===== config.mk =====
export PLATFORM = sky130hd
export DESIGN_NAME = upower_run_ctrl_flat
export DESIGN_NICKNAME = d
export VERILOG_FILES = /design/src/rtl/upower_run_pkg.sv /design/src/rtl/upower_run_ctrl_if.sv /design/src/rtl/upower_cycle_counter.sv /design/src/rtl/upower_run_ctrl.sv /design/src/flat_wrapper.sv
export SDC_FILE = /design/constraint.sdc
export NUM_CORES = 1
export LEC_CHECK = 0
export CORE_MARGIN = 2
export CORE_UTILIZATION = 52
export DETAILED_ROUTE_END_ITERATION = 8
export GPL_ROUTABILITY_DRIVEN = 0
export GPL_TIMING_DRIVEN = 1
export PLACE_DENSITY = 0.78
export SLEW_MARGIN = 15
export SYNTH_ARGS = -nofsm -noshare
export SYNTH_HDL_FRONTEND = slang
export SYNTH_SLANG_ARGS = --single-unit
export TNS_END_PERCENT = 1

===== constraint.sdc =====
create_clock -name clock -period 4.5 [get_ports clock]
set_input_delay 0.9 -clock clock [delete_from_list [all_inputs] [get_ports clock]]
set_output_delay 0.9 -clock clock [all_outputs]
set_load 0.01 [all_outputs]

===== src/rtl/upower_run_pkg.sv =====
// upower_run_pkg: shared types for the uPower run controller.
//   state_e  - sequencer states
//   MODE_*   - run-mode encodings on the mode input
package upower_run_pkg;

    typedef enum logic [2:0] {
        IDLE  = 3'd0,
        RESET = 3'd1,
        RUN   = 3'd2,
        STEP  = 3'd3,
        DONE  = 3'd4
    } state_e;

    localparam logic [1:0] MODE_COUNT = 2'd0;
    localparam logic [1:0] MODE_HALT  = 2'd1;
    localparam logic [1:0] MODE_STEP  = 2'd2;
    localparam logic [1:0] MODE_RSVD  = 2'd3;

endpackage


===== src/rtl/upower_run_ctrl_if.sv =====
// upower_run_ctrl_if: control/status bundle between a run requester and the
// run controller.
//   master: drives start/mode/cycle_limit/step_req/halt_in/abort, observes status
//   slave : the controller; drives core_en/core_rst_n and the status outputs
interface upower_run_ctrl_if #(
    parameter int CNT_W = 32
);
    logic             start;
    logic [1:0]       mode;
    logic [CNT_W-1:0] cycle_limit;
    logic             step_req;
    logic             halt_in;
    logic             abort;
    logic             core_en;
    logic             core_rst_n;
    logic             busy;
    logic             done;
    logic             timeout;
    logic             aborted;
    logic             err;
    logic [CNT_W-1:0] cycle_count;

    modport master (
        output start, mode, cycle_limit, step_req, halt_in, abort,
        input  core_en, core_rst_n, busy, done, timeout, aborted, err, cycle_count
    );

    modport slave (
        input  start, mode, cycle_limit, step_req, halt_in, abort,
        output core_en, core_rst_n, busy, done, timeout, aborted, err, cycle_count
    );
endinterface


===== src/rtl/upower_cycle_counter.sv =====
// upower_cycle_counter: W-bit saturating up-counter with equality compare.
//   clk_i, rst_ni - clock, async active-low reset
//   clr_i         - synchronous clear (wins over inc_i)
//   inc_i         - count one; holds at all-ones instead of wrapping
//   limit_i       - compare value
//   cnt_o         - current count (registered)
//   eq_o          - cnt_o == limit_i
module upower_cycle_counter #(
    parameter int W = 32
) (
    input  logic         clk_i,
    input  logic         rst_ni,
    input  logic         clr_i,
    input  logic         inc_i,
    input  logic [W-1:0] limit_i,
    output logic [W-1:0] cnt_o,
    output logic         eq_o
);
    logic [W-1:0] cnt_q, cnt_d;

    always_comb begin
        cnt_d = cnt_q;
        if (clr_i)                    cnt_d = '0;
        else if (inc_i && cnt_q != '1) cnt_d = cnt_q + 1'b1;
    end

    always_ff @(posedge clk_i or negedge rst_ni) begin
        if (!rst_ni) cnt_q <= '0;
        else         cnt_q <= cnt_d;
    end

    assign cnt_o = cnt_q;
    assign eq_o  = (cnt_q == limit_i);
endmodule


===== src/rtl/upower_run_ctrl.sv =====
// upower_run_ctrl: run sequencer for upower_core. Holds the core in reset for
// RST_CYCLES, then enables its clock in COUNT, HALT (with timeout) or STEP mode.
//   clock, reset_n - system clock, async active-low reset
//   bus (slave)    - start/mode/limit/step/halt/abort in; core_en, core_rst_n,
//                    busy/done/timeout/aborted/err and cycle_count out
// All outputs come straight from registers.
module upower_run_ctrl
    import upower_run_pkg::*;
#(
    parameter int CNT_W      = 32,
    parameter int RST_CYCLES = 4,
    parameter int MAX_CYCLES = 1000
) (
    input  logic               clock,
    input  logic               reset_n,
    upower_run_ctrl_if.slave   bus
);
    localparam int RST_W = (RST_CYCLES > 1) ? $clog2(RST_CYCLES) : 1;

    if (RST_CYCLES < 1) begin : g_bad_rst
        $error("upower_run_ctrl: RST_CYCLES must be >= 1");
    end
    if (MAX_CYCLES < 1 || (longint'(MAX_CYCLES) >> CNT_W) != 0) begin : g_bad_max
        $error("upower_run_ctrl: MAX_CYCLES must be in 1 .. 2**CNT_W-1");
    end

    state_e           state_q, state_d;
    logic [1:0]       mode_q;
    logic [CNT_W-1:0] limit_q;
    logic             core_en_q, core_en_d, core_rst_n_q, core_rst_n_d;
    logic             busy_q, busy_d, done_q, done_d;
    logic             timeout_q, timeout_d, aborted_q, aborted_d, err_q, err_d;

    logic             idle_st, busy_st, start_ok, start_bad, halt_hit, tmo_hit;
    logic             rst_eq, run_eq;
    logic [CNT_W-1:0] run_cnt, run_lim;
    logic [RST_W-1:0] rst_cnt_unused;

    assign idle_st   = (state_q == IDLE) || (state_q == DONE);
    assign busy_st   = (state_q == RESET) || (state_q == RUN) || (state_q == STEP);
    assign start_ok  = bus.start && idle_st && (bus.mode != MODE_RSVD);
    assign start_bad = bus.start && idle_st && (bus.mode == MODE_RSVD);
    // halt_in only means something while the core is actually clocked
    assign halt_hit  = bus.halt_in && core_en_q;
    // Compare against budget-1: run_cnt counts completed enabled cycles, so
    // equality marks the final enabled cycle and the exit is taken at its end.
    assign run_lim   = (mode_q == MODE_HALT) ? CNT_W'(MAX_CYCLES - 1) : limit_q - 1'b1;
    assign tmo_hit   = (state_q == RUN) && (mode_q == MODE_HALT) && run_eq
                       && !halt_hit && !bus.abort;

    upower_cycle_counter #(.W(CNT_W)) u_run_cnt (
        .clk_i(clock), .rst_ni(reset_n), .clr_i(start_ok), .inc_i(core_en_q),
        .limit_i(run_lim), .cnt_o(run_cnt), .eq_o(run_eq)
    );

    upower_cycle_counter #(.W(RST_W)) u_rst_cnt (
        .clk_i(clock), .rst_ni(reset_n), .clr_i(start_ok), .inc_i(state_q == RESET),
        .limit_i(RST_W'(RST_CYCLES - 1)), .cnt_o(rst_cnt_unused), .eq_o(rst_eq)
    );

    // state register
    always_ff @(posedge clock or negedge reset_n) begin
        if (!reset_n) state_q <= IDLE;
        else          state_q <= state_d;
    end

    // next state
    always_comb begin
        state_d = state_q;
        case (state_q)
            IDLE, DONE: if (start_ok) state_d = RESET;
            RESET: begin
                if (bus.abort)                                     state_d = DONE;
                else if (rst_eq) begin
                    if (mode_q == MODE_STEP)                       state_d = STEP;
                    else if (mode_q == MODE_COUNT && limit_q == '0) state_d = DONE;
                    else                                           state_d = RUN;
                end
            end
            RUN: begin
                if (bus.abort || run_eq || (mode_q == MODE_HALT && halt_hit))
                    state_d = DONE;
            end
            STEP:    if (bus.abort || halt_hit) state_d = DONE;
            default: state_d = IDLE;
        endcase
    end

    // output next values, derived from the state being entered
    always_comb begin
        core_en_d = 1'b0;
        if (state_d == RUN)
            core_en_d = 1'b1;
        else if (state_d == STEP && state_q == STEP)
            core_en_d = bus.step_req && !core_en_q;   // no queuing during a pulse
        core_rst_n_d = !((state_d == IDLE) || (state_d == RESET));
        busy_d       = (state_d == RESET) || (state_d == RUN) || (state_d == STEP);
        done_d       = (state_d == DONE);
        timeout_d    = start_ok ? 1'b0 : (timeout_q | tmo_hit);
        aborted_d    = start_ok ? 1'b0 : (aborted_q | (busy_st && bus.abort));
        err_d        = start_ok ? 1'b0 : (err_q | start_bad);
    end

    // output and run-parameter registers
    always_ff @(posedge clock or negedge reset_n) begin
        if (!reset_n) begin
            core_en_q    <= 1'b0;
            core_rst_n_q <= 1'b0;
            busy_q       <= 1'b0;
            done_q       <= 1'b0;
            timeout_q    <= 1'b0;
            aborted_q    <= 1'b0;
            err_q        <= 1'b0;
            mode_q       <= MODE_COUNT;
            limit_q      <= '0;
        end else begin
            core_en_q    <= core_en_d;
            core_rst_n_q <= core_rst_n_d;
            busy_q       <= busy_d;
            done_q       <= done_d;
            timeout_q    <= timeout_d;
            aborted_q    <= aborted_d;
            err_q        <= err_d;
            if (start_ok) begin
                mode_q  <= bus.mode;
                limit_q <= bus.cycle_limit;
            end
        end
    end

    assign bus.core_en     = core_en_q;
    assign bus.core_rst_n  = core_rst_n_q;
    assign bus.busy        = busy_q;
    assign bus.done        = done_q;
    assign bus.timeout     = timeout_q;
    assign bus.aborted     = aborted_q;
    assign bus.err         = err_q;
    assign bus.cycle_count = run_cnt;
endmodule


===== src/flat_wrapper.sv =====
// flat-port wrapper written by rule: the top's interface ports become plain ports
module upower_run_ctrl_flat import upower_run_pkg::*;
#(
    parameter int CNT_W      = 32,
    parameter int RST_CYCLES = 4,
    parameter int MAX_CYCLES = 1000
)
  (clock, reset_n, bus_start, bus_mode, bus_cycle_limit, bus_step_req, bus_halt_in, bus_abort, bus_core_en, bus_core_rst_n, bus_busy, bus_done, bus_timeout, bus_aborted, bus_err, bus_cycle_count);
  upower_run_ctrl_if #(.CNT_W(CNT_W)) bus_i ();
  input  logic clock;
  input  logic reset_n;
  input wire logic [$bits(bus_i.start)-1:0] bus_start;
  input wire logic [$bits(bus_i.mode)-1:0] bus_mode;
  input wire logic [$bits(bus_i.cycle_limit)-1:0] bus_cycle_limit;
  input wire logic [$bits(bus_i.step_req)-1:0] bus_step_req;
  input wire logic [$bits(bus_i.halt_in)-1:0] bus_halt_in;
  input wire logic [$bits(bus_i.abort)-1:0] bus_abort;
  output wire logic [$bits(bus_i.core_en)-1:0] bus_core_en;
  output wire logic [$bits(bus_i.core_rst_n)-1:0] bus_core_rst_n;
  output wire logic [$bits(bus_i.busy)-1:0] bus_busy;
  output wire logic [$bits(bus_i.done)-1:0] bus_done;
  output wire logic [$bits(bus_i.timeout)-1:0] bus_timeout;
  output wire logic [$bits(bus_i.aborted)-1:0] bus_aborted;
  output wire logic [$bits(bus_i.err)-1:0] bus_err;
  output wire logic [$bits(bus_i.cycle_count)-1:0] bus_cycle_count;
  assign bus_i.start = bus_start;
  assign bus_i.mode = bus_mode;
  assign bus_i.cycle_limit = bus_cycle_limit;
  assign bus_i.step_req = bus_step_req;
  assign bus_i.halt_in = bus_halt_in;
  assign bus_i.abort = bus_abort;
  assign bus_core_en = bus_i.core_en;
  assign bus_core_rst_n = bus_i.core_rst_n;
  assign bus_busy = bus_i.busy;
  assign bus_done = bus_i.done;
  assign bus_timeout = bus_i.timeout;
  assign bus_aborted = bus_i.aborted;
  assign bus_err = bus_i.err;
  assign bus_cycle_count = bus_i.cycle_count;
  upower_run_ctrl #(.CNT_W(CNT_W), .RST_CYCLES(RST_CYCLES), .MAX_CYCLES(MAX_CYCLES)) u_core (.clock(clock), .reset_n(reset_n), .bus(bus_i));
endmodule

==> qor.yml, run 1 <==
hold_path:
  min_from: "u_core.bus.aborted"
  min_path_cells: 2
  worstHoldEndpoint: "u_core.bus.aborted"
  min_path_type: "register to register"
power:
  pwr-share-clk_pct: 19.8
  ir_drop_v: 0.0002708
  p_sw_w: 0.001246
  combPwrFrac_pct: 41.0
  p_sw_share_pct: 42.46
  power_frac_seq_pct: 39.2
  power_density_nw_per_um2: 485.6
  internal_power_w: 0.001688
  leakagePower_nw: 2.498
synth:
  synth_warnings: 0
  synthArstFlopShare_pct: 100.0
  syn-cell-area_sq_um: 4979
  synth-edff-count: 0
  syn_inst: 614
  avgSynthCellArea_sq_um: 8.108
  synth_flop_cell: "dfrtp_1"
  yosysSeqAreaShare_pct: 39.21
  synth_nets: 657
  ys_types: 65
  ys_seq_elements: 78
cells_and_area:
  nets: 719
  drive_above_1_share_pct: 4.846
  n_antenna_cell: 0
  area_growth_pct: 21.39
sta:
  min_period_ps: 3462
  fin_ws_ps: 1038
  hold_ws_ps: 506.2
  tightest_slew_ps: 1079
  finalHoldViolCount: 0
  setup_viol: 0
  finalMaxSlewViolations: 0
  max_freq_ghz: 0.2889
  tns_ps: 0
  fin_crit_sh_pct: 76.93
  fin_skew_ps: 8.346
  slew_headroom_pct: 28.10
  rsz0062_at_grt: "no"
worst_setup_path:
  crit_arrival_ps: 3680
  reg2regPathDepth: 12
  r2r_start: "u_core.limit_q[0]"
  worst_setup_path_start_kind: "register"
  endpoint_kind: "register"
  r2r-end: "u_core.bus.core_en"
  criticalPathCategory: "register to register"
  path_max_fanout: 17
  reg2reg_setup_slack_ps: 1040
  crit_required_ps: 4720
drt:
  drt-pass1-iter-count: 5
  wl_per_cell_um: 16.33
  drt-initial-drc-count: 360
  postRouteWirelength_mm: 13.23
  vias_per_cell: 5.867
  drc_errors: 0
  vias: 4752
  drtAntennaViolNets: 0
global_routing:
  met1_usage_pct: 35.28
  grt_util_met2_pct: 43.62
  grt_use_total_pct: 26.05
  busiest_layer: "met2"
  grt_pass1_vias: 4442
  grt_overflow_total: 0
  grt_max_degree: 79
  grt_pass1_wl_mm: 21.56
  antenna_found_initial: 0
  use_met3_pct: 3.078
floorplanning:
  die_y_um: 101.8
  die_w_um: 101.8
  start_util_pct: 53.63
  core_sq_um: 9284
  io_pins: 79
  num_rows: 35
  fp.dieArea_sq_um: 10370
clock_tree:
  numCtsBuffers: 9
  post_cts_buffers: 0
  clk_latency_ps: 360
  cts_sinks: 78
  clockBufferDepth: 2
  cts_tree: "yes"
  root_buffer: "clkbuf_8"
  cts_hold_buf: 0
  post_cts_resized: 0
  path_clk_slew_ps: 90
  cts_htree_levels: 3
run:
  drv_cap: 0
placement:
  io_buffers: 78
  dp_slack_ps: 1139
  dpl.hpwl_mm: 9.481
run_status:
  status: "completed"
-- layer usage --
layer / vias up / wire length (um)
li1: 2272 / -
met1: 2240 / 5803
met2: 213 / 6270
met3: 27 / 877
met4: 0 / 278
met5: - / 0
-- critical path: stages, from the launching register on --
cell	delay, ps
dfrtp_1	450
inv_1	100
ha_1	200
nor3b_1	510
nand4_1	170
buf_4	230
or4_1	500
a21oi_1	300
xnor2_1	160
nand4_1	160
nor4_4	230
or2_1	190
o221ai_1	130
-- per-stage QoR --
step	instance area (sq um)	cells	power, W	util, %
finish	6043	810	0.002934	65.09
global route	6043	810	0.003133	65.09
CTS	6043	810	0.002916	65.09
global placement	5831	794	0.002288	62.80
detailed placement	5831	794	0.002336	62.80
floorplan	4979	614	0.001995	-
-- cell families (layout without fill, tap and decap cells) --
logic type      after synthesis  after routing  share of synthesized area (%)
fa+ha+maj                     3              3                         0.7540
buf+inv                      41            108                          3.418
flops                        78             78                          39.21
compound gates               93             93                          12.42
xor+xnor                     54             54                          9.500
simple gates                339            339                          33.50
mux                           6              6                          1.206
-- state kept, by name (all words and copies together), names as in the netlist, named ones only --
name                    count
u_core.u_run_cnt.cnt_o     32
u_core.u_rst_cnt.cnt_o      2
u_core.bus.busy             1
u_core.mode_q               2
u_core.state_q              3
u_core.bus.done             1
u_core.bus.timeout          1
u_core.limit_q             32
u_core.bus.core_rst_n       1
u_core.bus.core_en          1
u_core.bus.aborted          1
-- power groups by stage --
stage | clock (W) | combinational (W) | sequential [W]
after floorplan | 0 | 0.000950 | 0.00104
after global placement | 0 | 0.00115 | 0.00114
after detailed placement | 0 | 0.00118 | 0.00116
after CTS | 0.000583 | 0.00119 | 0.00114
after global routing | 0.000614 | 0.00134 | 0.00118
final | 0.000581 | 0.00120 | 0.00115
-- synthesized netlist by cell type, drive strengths merged (13+ instances only) --
library cell	n	area [sq um]
xor2	25	219.0
xnor2	29	254.0
nor2	79	312.8
o21ai	31	155.1
a21oi	13	65.06
nor4	15	115.1
nand4	17	106.4
nor3	19	95.09
dfrtp	78	1952
nand2	121	454.2
clkbuf	28	108.9
nand3	22	110.1
-- cell usage in the layout (no fill, tap or decap), types with 4 or more instances in the layout --
cell             count
o31a_1               4
nor3_1              19
and2_1               6
or3_1                8
a31oi_1              7
clkdlybuf4s50_1     77
nand3_1             22
o31ai_1              5
or4_1               10
xor2_1              25
xnor2_1             29
nor2_1              78
a21oi_1             12
mux2i_1              6
nand4_1             17
a21boi_0             5
nand2b_1             5
nand2_1            121
clkbuf_8             9
and3_1              10
nor4_1              13
and4_1               8
buf_4                6
dfrtp_1             78
o21ai_0             30
inv_1                9
-- worst max path at each step --
stage / cells past startpoint / start / end / slack (ps)
2_1_floorplan: 11 / u_core.limit_q[0] / u_core.bus.core_en / 1520
3_3_place_gp: 12 / u_core.limit_q[0] / u_core.bus.busy / 1280
3_5_place_dp: 12 / u_core.limit_q[0] / u_core.bus.core_en / 1140
4_1_cts: 12 / u_core.limit_q[0] / u_core.bus.core_en / 1080
5_1_grt: 12 / u_core.limit_q[0] / u_core.bus.core_en / 810
6_report: 12 / u_core.limit_q[0] / u_core.bus.core_en / 1040
-- final cells by class --
cell class              count  area [sq um]
repair buffers             83         815.8
inverters                   9         33.78
flip-flops and latches     78          1952
multi-input cells         495          2868
fillers                   806          3241
well taps                 129         161.4
clock inverters             5         81.33
clock buffers              11         131.4
No activity file was read; power rests on OpenSTA's default activity.
==> run 2, diff against run 1 <==
==> constraint.sdc (replaced) <==
create_clock -name clock -period 3.2 [get_ports clock]
set_input_delay 0.64 -clock clock [delete_from_list [all_inputs] [get_ports clock]]
set_output_delay 0.64 -clock clock [all_outputs]
set_load 0.01 [all_outputs]
==> run 2 against run 1 <==
Effect of this change: setup slack lost 920 ps; clock-buffer cell count decreased by 2; sequential cell count is the same; fmax grew 12%; critical path type unchanged; critical endpoint is now u_core.bus.timeout; highest routed layer unchanged.
==> qor.yml, run 2 (synthesis gave the netlist of run 1 again) <==
run_status:
  status: "completed"
cells_and_area:
  drive_above_1_share_pct: 9.700
  fin_util_pct: 67.30
  layout.cells.non_filler: 830
  n_antenna_cell: 0
  num-fill-cells: 798
  area_growth_pct: 25.51
  mostFrequentLayoutCells: "nand2_1 (121), nor2_1 (78), dfrtp_1 (77), clkdlybuf4s50_1 (77), o21ai_0 (29)"
  final_common_cell: "nand2_1"
  nets: 740
sta:
  max_freq_ghz: 0.3243
  finalHoldViolCount: 0
  hold_ws_ps: 401.1
  fin_crit_sh_pct: 96.35
  min_period_ps: 3083
  fin_skew_ps: 15.07
  finalMaxSlewViolations: 0
  tightest_slew_ps: 991.3
  setup_viol: 0
  slew_headroom_pct: 33.91
  fin_ws_ps: 116.8
placement:
  dpl.hpwl_mm: 9.739
  io_buffers: 78
  dp_cells: 811
  dp_slack_ps: 16.43
worst_setup_path:
  criticalPathCategory: "register to register"
  cp-startpoint: "u_core.limit_q[21]"
  path_buf_inv: 0
  r2r-end: "u_core.bus.timeout"
  reg2regPathDepth: 9
  endpoint_kind: "register"
  critPathMaxStageDelay_ps: 470
  reg2reg_setup_slack_ps: 120
  worst_setup_path_start_kind: "register"
  crit_arrival_ps: 3390
  crit_required_ps: 3510
  path_max_fanout: 7
  r2r_start: "u_core.limit_q[21]"
  worst_path_dominant_cell_family: "simple AND/OR/NAND/NOR gates"
  critPathSlowestCell: "dfrtp_1"
  path_cells: "nor4_1, nand3_1, or4_1, xnor2_1, nor3_1, a31oi_1, o41ai_1, and4_1, a32o_1"
clock_tree:
  cts_htree_levels: 3
  root_buffer: "clkbuf_8"
  path_clk_slew_ps: 90
  cts_sinks: 78
  numCtsBuffers: 9
  cts_hold_buf: 0
  clockBufferDepth: 2
  cts_tree: "yes"
  clk_latency_ps: 370
power:
  finalPower_w: 0.004213
  power_frac_seq_pct: 38.4
  combPwrFrac_pct: 44.2
  p_sw_share_pct: 42.84
  internal_power_w: 0.002408
  ir_drop_v: 0.0004481
  pwr-share-clk_pct: 17.3
  p_sw_w: 0.001805
  power_density_nw_per_um2: 674.2
  leakagePower_nw: 2.610
global_routing:
  antenna_found_initial: 0
  grt_pass1_vias: 4618
  grt_overflow_total: 0
  grt_max_degree: 79
  grt_pass1_wl_mm: 22.34
  grt_use_total_pct: 27.25
hold_path:
  min_path_type: "input pin to async pin"
drt:
  vias_per_cell: 5.884
  drt-pass1-iter-count: 5
  wl_per_cell_um: 16.43
  postRouteWirelength_mm: 13.64
  drt-initial-drc-count: 290
  vias: 4884
  drc_errors: 0
  drtAntennaViolNets: 0
floorplanning:
  die_w_um: 101.8
  num_rows: 35
  core_sq_um: 9284
  start_util_pct: 53.63
  die_y_um: 101.8
  io_pins: 79
  fp.dieArea_sq_um: 10370
run:
  drv_cap: 0
[run 2: worst max path at each step]
stage / depth (start not counted) / to
floorplan: 11 / u_core.bus.core_en
global placement: 10 / u_core.bus.busy
detailed placement: 10 / u_core.bus.core_en
CTS: 10 / u_core.bus.core_en
global route: 9 / u_core.bus.core_en
finish: 9 / u_core.bus.timeout
[run 2: power by group through the flow]
stage | Sequential [W] | Combinational (W) | Clock, W
final | 0.00162 | 0.00186 | 0.000730
after CTS | 0.00159 | 0.00178 | 0.000740
after floorplan | 0.00147 | 0.00134 | 0
after global routing | 0.00166 | 0.00208 | 0.000786
after detailed placement | 0.00161 | 0.00177 | 0
after global placement | 0.00159 | 0.00172 | 0
[run 2: per-stage QoR]
step | setup TNS, ps | area, sq um
5_1_grt | -30.65 | 6248
3_5_place_dp | 0 | 5958
6_report | 0 | 6248
2_1_floorplan | 0 | 4979
4_1_cts | 0 | 6146
3_3_place_gp | 0 | 5958
[run 2: cell type report]
| class | instances | area (sq um) | area share [%] |
|---|---|---|---|
| well taps | 129 | 161.4 | 2.583 |
| clock inverters | 6 | 63.81 | 1.021 |
| flip-flops and latches | 78 | 1953 | 31.26 |
| clock buffers | 9 | 123.9 | 1.982 |
| inverters | 9 | 33.78 | 0.5406 |
| multi-input cells | 495 | 2923 | 46.78 |
| repair buffers | 104 | 989.7 | 15.84 |
[run 2: repair_timing]
action                                  4_1_cts  5_1_grt
gates resized for setup                       0       15
hold endpoints to repair                      0        0
setup buffers                                 0        4
endpoints found under the setup margin        0        6
[run 2: per-layer routing]
layer  global-route usage (%)  vias up  routed length, um  share of wire (%)
met2                    43.78      194               6367                 47
met4                    10.26        0                397                2.9
met1                    36.50     2332               5987                 44
met3                    5.746       29                886                6.5
li1                         -     2329                  -                  -
met5                        0        -                  0                  0
